$ cat src/rtl/rx_psdu_deframer_pkg.sv
`default_nettype none
// ============================================================================
// Module      : rx_psdu_deframer_pkg
// Description : Shared types and constants for the PSDU deframer slice.
// Revision    : 1.0
// ============================================================================
package rx_psdu_deframer_pkg;

    localparam int SEED_BITS    = 7;
    localparam int SERVICE_BITS = 16;
    localparam int LEN_W        = 12;
    localparam int LFSR_W       = 7;
    localparam int TAP_A        = 7;
    localparam int TAP_B        = 4;

    typedef enum logic [2:0] {
        ST_IDLE    = 3'd0,
        ST_SEED    = 3'd1,
        ST_SERVICE = 3'd2,
        ST_PSDU    = 3'd3,
        ST_DONE    = 3'd4
    } state_e;

endpackage
`default_nettype wire

$ cat src/rtl/rx_psdu_deframer_lfsr127_ce.sv
`default_nettype none
// ============================================================================
// Module      : lfsr127_ce
// Description : 7-bit frame-synchronous descrambler core (x^7 + x^4 + 1).
// Revision    : 1.0
// ============================================================================
module lfsr127_ce
    import rx_psdu_deframer_pkg::*;
(
    input  logic iClk,
    input  logic iRst,
    input  logic iCE,
    input  logic iSEN,
    input  logic iData,
    output logic oData
);

    logic [LFSR_W:1] lfsr_q;
    logic [LFSR_W:1] lfsr_d;
    logic            w_fb;

    // Seed mode loads raw bits (they are the scrambler sequence itself);
    // run mode feeds the tap XOR back into stage 1.
    always_comb begin
        w_fb   = lfsr_q[TAP_A] ^ lfsr_q[TAP_B];
        oData  = iSEN ? 1'b0 : (iData ^ w_fb);
        lfsr_d = lfsr_q;
        if (iCE) begin
            lfsr_d = {lfsr_q[LFSR_W-1:1], (iSEN ? iData : w_fb)};
        end
    end

    always_ff @(posedge iClk or posedge iRst) begin
        if (iRst) begin
            lfsr_q <= '0;
        end else begin
            lfsr_q <= lfsr_d;
        end
    end

endmodule
`default_nettype wire

$ cat src/rtl/rx_psdu_deframer.sv
`default_nettype none
// ============================================================================
// Module      : rx_psdu_deframer
// Description : Descrambles SERVICE+PSDU bits and packs PSDU bytes LSB-first.
// Revision    : 1.0
// ============================================================================
module rx_psdu_deframer
    import rx_psdu_deframer_pkg::*;
(
    input  logic             iClk,
    input  logic             iRst,
    input  logic             iStart,
    input  logic [LEN_W-1:0] iLength,
    input  logic             iValid,
    input  logic             iData,
    output logic [7:0]       oByte,
    output logic             oByteValid,
    output logic             oBusy,
    output logic             oDone,
    output logic             oServiceErr
);

    state_e           state_q, state_d;
    logic [LEN_W-1:0] len_q, len_d;
    logic [LEN_W-1:0] byte_cnt_q, byte_cnt_d;
    logic [2:0]       bit_cnt_q, bit_cnt_d;
    logic [3:0]       svc_cnt_q, svc_cnt_d;
    logic [7:0]       shreg_q, shreg_d;
    logic [7:0]       byte_q, byte_d;
    logic             byte_vld_q, byte_vld_d;
    logic             svc_err_q, svc_err_d;

    logic             w_lfsr_ce;
    logic             w_lfsr_sen;
    logic             w_descr;
    logic             w_seed_last;
    logic             w_svc_last;
    logic             w_byte_last;
    logic             w_frame_last;
    logic [7:0]       w_shift;

    lfsr127_ce u_lfsr (
        .iClk  (iClk),
        .iRst  (iRst),
        .iCE   (w_lfsr_ce),
        .iSEN  (w_lfsr_sen),
        .iData (iData),
        .oData (w_descr)
    );

    assign w_seed_last  = (svc_cnt_q == 4'(SEED_BITS - 1));
    assign w_svc_last   = (svc_cnt_q == 4'(SERVICE_BITS - 1));
    assign w_byte_last  = (bit_cnt_q == 3'd7);
    assign w_frame_last = w_byte_last && ((byte_cnt_q + LEN_W'(1)) == len_q);
    assign w_shift      = {w_descr, shreg_q[7:1]};

    // ------------------------------------------------------------------------
    // FSM: state register
    // ------------------------------------------------------------------------
    always_ff @(posedge iClk or posedge iRst) begin
        if (iRst) begin
            state_q <= ST_IDLE;
        end else begin
            state_q <= state_d;
        end
    end

    // ------------------------------------------------------------------------
    // FSM: next state. iStart wins from every state, including DONE.
    // ------------------------------------------------------------------------
    always_comb begin
        state_d = state_q;
        if (iStart) begin
            state_d = ST_SEED;
        end else begin
            case (state_q)
                ST_IDLE:    state_d = ST_IDLE;
                ST_SEED: begin
                    if (iValid && w_seed_last) begin
                        state_d = ST_SERVICE;
                    end
                end
                ST_SERVICE: begin
                    if (iValid && w_svc_last) begin
                        state_d = (len_q == '0) ? ST_DONE : ST_PSDU;
                    end
                end
                ST_PSDU: begin
                    if (iValid && w_frame_last) begin
                        state_d = ST_DONE;
                    end
                end
                ST_DONE:    state_d = ST_IDLE;
                default:    state_d = ST_IDLE;
            endcase
        end
    end

    // ------------------------------------------------------------------------
    // FSM: outputs and descrambler control
    // ------------------------------------------------------------------------
    always_comb begin
        oBusy      = (state_q != ST_IDLE);
        oDone      = (state_q == ST_DONE);
        w_lfsr_sen = (state_q == ST_SEED);
        w_lfsr_ce  = iValid && !iStart &&
                     ((state_q == ST_SEED) || (state_q == ST_SERVICE) ||
                      (state_q == ST_PSDU));
    end

    // ------------------------------------------------------------------------
    // Counters, byte packer and SERVICE error flag
    // ------------------------------------------------------------------------
    always_comb begin
        len_d      = len_q;
        byte_cnt_d = byte_cnt_q;
        bit_cnt_d  = bit_cnt_q;
        svc_cnt_d  = svc_cnt_q;
        shreg_d    = shreg_q;
        byte_d     = byte_q;
        byte_vld_d = 1'b0;
        svc_err_d  = svc_err_q;

        if (iStart) begin
            // Fresh frame (or abort): partial byte and error history are dropped.
            len_d      = iLength;
            byte_cnt_d = '0;
            bit_cnt_d  = '0;
            svc_cnt_d  = '0;
            shreg_d    = '0;
            svc_err_d  = 1'b0;
        end else if (iValid) begin
            case (state_q)
                ST_SEED: begin
                    svc_cnt_d = svc_cnt_q + 4'd1;
                end
                ST_SERVICE: begin
                    svc_cnt_d = svc_cnt_q + 4'd1;
                    if (w_descr) begin
                        svc_err_d = 1'b1;
                    end
                end
                ST_PSDU: begin
                    shreg_d   = w_shift;
                    bit_cnt_d = bit_cnt_q + 3'd1;
                    if (w_byte_last) begin
                        byte_d     = w_shift;
                        byte_vld_d = 1'b1;
                        byte_cnt_d = byte_cnt_q + LEN_W'(1);
                    end
                end
                default: begin
                end
            endcase
        end
    end

    always_ff @(posedge iClk or posedge iRst) begin
        if (iRst) begin
            len_q      <= '0;
            byte_cnt_q <= '0;
            bit_cnt_q  <= '0;
            svc_cnt_q  <= '0;
            shreg_q    <= '0;
            byte_q     <= '0;
            byte_vld_q <= 1'b0;
            svc_err_q  <= 1'b0;
        end else begin
            len_q      <= len_d;
            byte_cnt_q <= byte_cnt_d;
            bit_cnt_q  <= bit_cnt_d;
            svc_cnt_q  <= svc_cnt_d;
            shreg_q    <= shreg_d;
            byte_q     <= byte_d;
            byte_vld_q <= byte_vld_d;
            svc_err_q  <= svc_err_d;
        end
    end

    assign oByte       = byte_q;
    assign oByteValid  = byte_vld_q;
    assign oServiceErr = svc_err_q;

endmodule
`default_nettype wire

$ cat config.mk
export PLATFORM = sky130hd
export DESIGN_NAME = rx_psdu_deframer
export DESIGN_NICKNAME = d
export VERILOG_FILES = /design/src/rtl/rx_psdu_deframer_pkg.sv /design/src/rtl/rx_psdu_deframer_lfsr127_ce.sv /design/src/rtl/rx_psdu_deframer.sv
export SDC_FILE = /design/constraint.sdc
export NUM_CORES = 1
export LEC_CHECK = 0
export ABC_AREA = 1
export CORE_ASPECT_RATIO = 1.2
export CORE_MARGIN = 2
export CORE_UTILIZATION = 25
export CTS_BUF_LIST = sky130_fd_sc_hd__clkbuf_8
export DETAILED_ROUTE_END_ITERATION = 10
export SYNTH_ARGS = -nofsm -noshare
export SYNTH_HDL_FRONTEND = slang
export SYNTH_SLANG_ARGS = --single-unit
$ cat constraint.sdc
create_clock -name iClk -period 2.1 [get_ports iClk]
set_input_delay 0.42 -clock iClk [delete_from_list [all_inputs] [get_ports iClk]]
set_output_delay 0.42 -clock iClk [all_outputs]
set_load 0.02 [all_outputs]
==> results by group <==
Synth
  • Post-synth EDFFs: 0
  • Post-Synthesis Cells: 382
  • YS warnings: 0
  • Mapped Avg Cell Area: 7.779 um2
  • Post-synth cell types: 27
  • Post-Syn Area: 0.002972 mm2
  • Ys flop type: dfrtp_1
  • Async SR Flop Fraction: 100.0%
  • Synth top area share: 48.84%
  • Area leader, netlist: dfrtp_1
  • Synth Net Count: 404
  • Flops & latches, synth: 58
  • Synth area leaders: dfrtp_1 49%, nand2_1 14%, inv_1 6.8%, nand3_1 5.9%, o21ai_0 5.2%
  • Post-synthesis sequential area ratio: 48.84%

STA
  • Tightest Pin Transition: 0.3869 ns
  • Max-slew violation count: 0
  • Slew HR: 73.97%
  • Fmax: 0.5307 GHz
  • Final setup fails: 0
  • Setup Skew: 0.01416 ns
  • Final worst-path cycle share: 89.72%
  • Minimum clock period after layout: 1.884 ns
  • Hold Vio Cnt, Final: 0
  • Hold_ws: 0.2946 ns
  • Setup TNS: 0 ns

Finish
  • Fraction of layout cells with a size suffix above 1: 9.836%
  • # diodes: 0
  • Layout area overhead: 25.01%
  • Total Nets Final: 444
  • Fin cells: 584

Drt
  • DR iter-0 viols: 103
  • Drt drc: 0
  • Drt first pass iters: 4
  • Routed vias: 2555
  • Avg Vias per Cell: 4.375
  • Detailed Route WL: 7.122 mm
  • Antenna Violating Nets Remaining: 0
  • Routed wire length per instance: 12.20 um

Power
  • Total Power: 0.003182 W
  • Peak supply drop: 0.0002967 V
  • Pwr Density: 856.5 mW/mm2
  • P_leak: 1.688 nW

Status
  • Status: completed

Setup path
  • CP max FO: 7
  • Critical Path Start Type: flop
  • WS Path Type: reg2out
  • Setup crit end: oDone
  • RR Startpoint: byte_cnt_q[0]$_DFFE_PP0P_
  • Worst Setup End Kind: output pin
  • Critical path origin: state_q[0]$_DFFE_PP0P_
  • Critical Path RT: 1.68 ns
  • R2R depth: 14
  • R2r setup slk: 0.27 ns
  • Reg2Reg Capture Point: state_q[0]$_DFFE_PP0P_
  • Arrival @ worst endpoint: 1.46 ns

Placement
  • # port buffers: 28
  • Post-detail-place hpwl: 5.182 mm
  • Placed Cells: 568
  • Routability cong.: 0.8504

Floorplan
  • # rows: 43
  • Die ar.: 0.01278 mm2
  • Die width: 103.5 um
  • Core area: 0.01157 mm2
  • Initial core utilization: 25.69%
  • Top Ports: 29
  • Die height: 123.4 um

CTS
  • Clock Tree Root: clkbuf_8
  • Post-CTS Hold Buffers: 0
  • Clk_lat worst skew: 0.36 ns
  • Htree depth: 3
  • Post-CTS Setup Inserts: 0
  • Clk buf depth: 2
  • TritonCTS clock tree: built
  • CTS buffer count: 9
  • Post-cts gate resize count: 3
  • CTS clock-pin slew for the worst setup and hold paths: 0.07 ns
  • CTS Sinks: 58

Global route
  • Initial antenna violation count: 0
  • Total gr overflow: 0
  • First-pass GRT wire length: 11.93 mm
  • Largest net degree at the start of global routing: 50
  • Tot GR Track Use: 12.03%
  • Vias in the first global route: 2561

Flow run
  • Max cap viols: 0

Worst hold path
  • Hold crit path type: in2async
## per-layer routing
layer  vias to the layer above  track usage [%]  wire, um
met4                         0            6.926       180
met5                         -                0         0
li1                       1309                -         -
met1                      1198            13.68      3174
met3                        14            2.741       202
met2                        34            20.99      3565
## how the worst min path moves through the flow
stage,endpoint,slack (ns),depth (start not counted)
4_1_cts,oByte[7]$_DFFE_PP0P_,0.29,2
3_3_place_gp,u_lfsr.lfsr_q[3]$_DFFE_PP0P_,0.46,2
6_report,oByte[1]$_DFFE_PP0P_,0.29,2
3_5_place_dp,u_lfsr.lfsr_q[2]$_DFFE_PP0P_,0.47,2
2_1_floorplan,u_lfsr.lfsr_q[2]$_DFFE_PP0P_,0.44,2
5_1_grt,oByte[1]$_DFFE_PP0P_,0.31,2
## critical path, cell delays in order, from the launching register on
cell,delay (ns)
dfrtp_1,0.48
nor3_1,0.26
dlygate4sd2_1,0.37
## placed cells by master, fill, tap and decap left out, types with 3 or more instances in the layout
cell type / instances
a21oi_1: 5
buf_4: 7
clkbuf_8: 10
clkdlybuf4s50_1: 26
dfrtp_1: 58
ha_1: 5
inv_1: 53
inv_2: 3
nand2_1: 113
nand2_2: 3
nand3_1: 35
nand4_1: 5
nor2_1: 22
nor2_2: 4
nor2_4: 3
nor3_1: 3
nor4_1: 3
o21ai_0: 31
o21ai_1: 10
o22ai_1: 8
xnor2_1: 3
## state kept, by name (all words and copies together) (netlist names)
register       count
oByteValid         1
len_q             12
byte_cnt_q        12
oServiceErr        1
u_lfsr.lfsr_q      7
bit_cnt_q          3
shreg_q            7
state_q            3
oByte              8
svc_cnt_q          4
## through the flow
stage	instance area (um2)	setup slack (ns)	utilization (%)
2_1_floorplan	2972	0.2520	-
3_3_place_gp	3485	0.08235	30.12
3_5_place_dp	3485	0.03586	30.12
4_1_cts	3712	0.1407	32.09
5_1_grt	3715	-0.003214	32.11
6_report	3715	0.2158	32.11
## synth_stat cells (5+ instances only)
master	number
o21ai_1	10
a21oi_1	5
dfrtp_1	58
nand4_1	5
inv_1	54
o21ai_0	31
nor2_1	24
ha_1	5
nand2_1	113
o22ai_1	8
nand3_1	35
## cell type report
class                           instances  area [um2]
Sequential cell                        58        1451
Clock inverter                          6       90.09
Tap cell                              157       196.4
Multi-Input combinational cell        261        1279
Fill cell                            1218        7853
Clock buffer                           10       137.6
Inverter                               56       210.2
Timing Repair Buffer                   36       350.3
## kinds of logic (layout without fill, tap and decap cells)
kind of cell / count (synthesis) / after routing / synth area share, %
compound gates: 59 / 59 / 10.86
fa+ha+maj: 5 / 5 / 2.105
flops: 58 / 58 / 48.84
buf+inv: 63 / 108 / 8.295
xor+xnor: 3 / 3 / 0.8844
simple gates: 194 / 194 / 29.01
## power by group
group	leakage, nW	internal, W	switching (W)
logic	0.797	0.000232	0.000395
clock network	0.112	0.000701	0.000495
registers	0.778	0.00124	0.000117
total	1.69	0.00217	0.00101
Power figures use the tool's default switching activity.
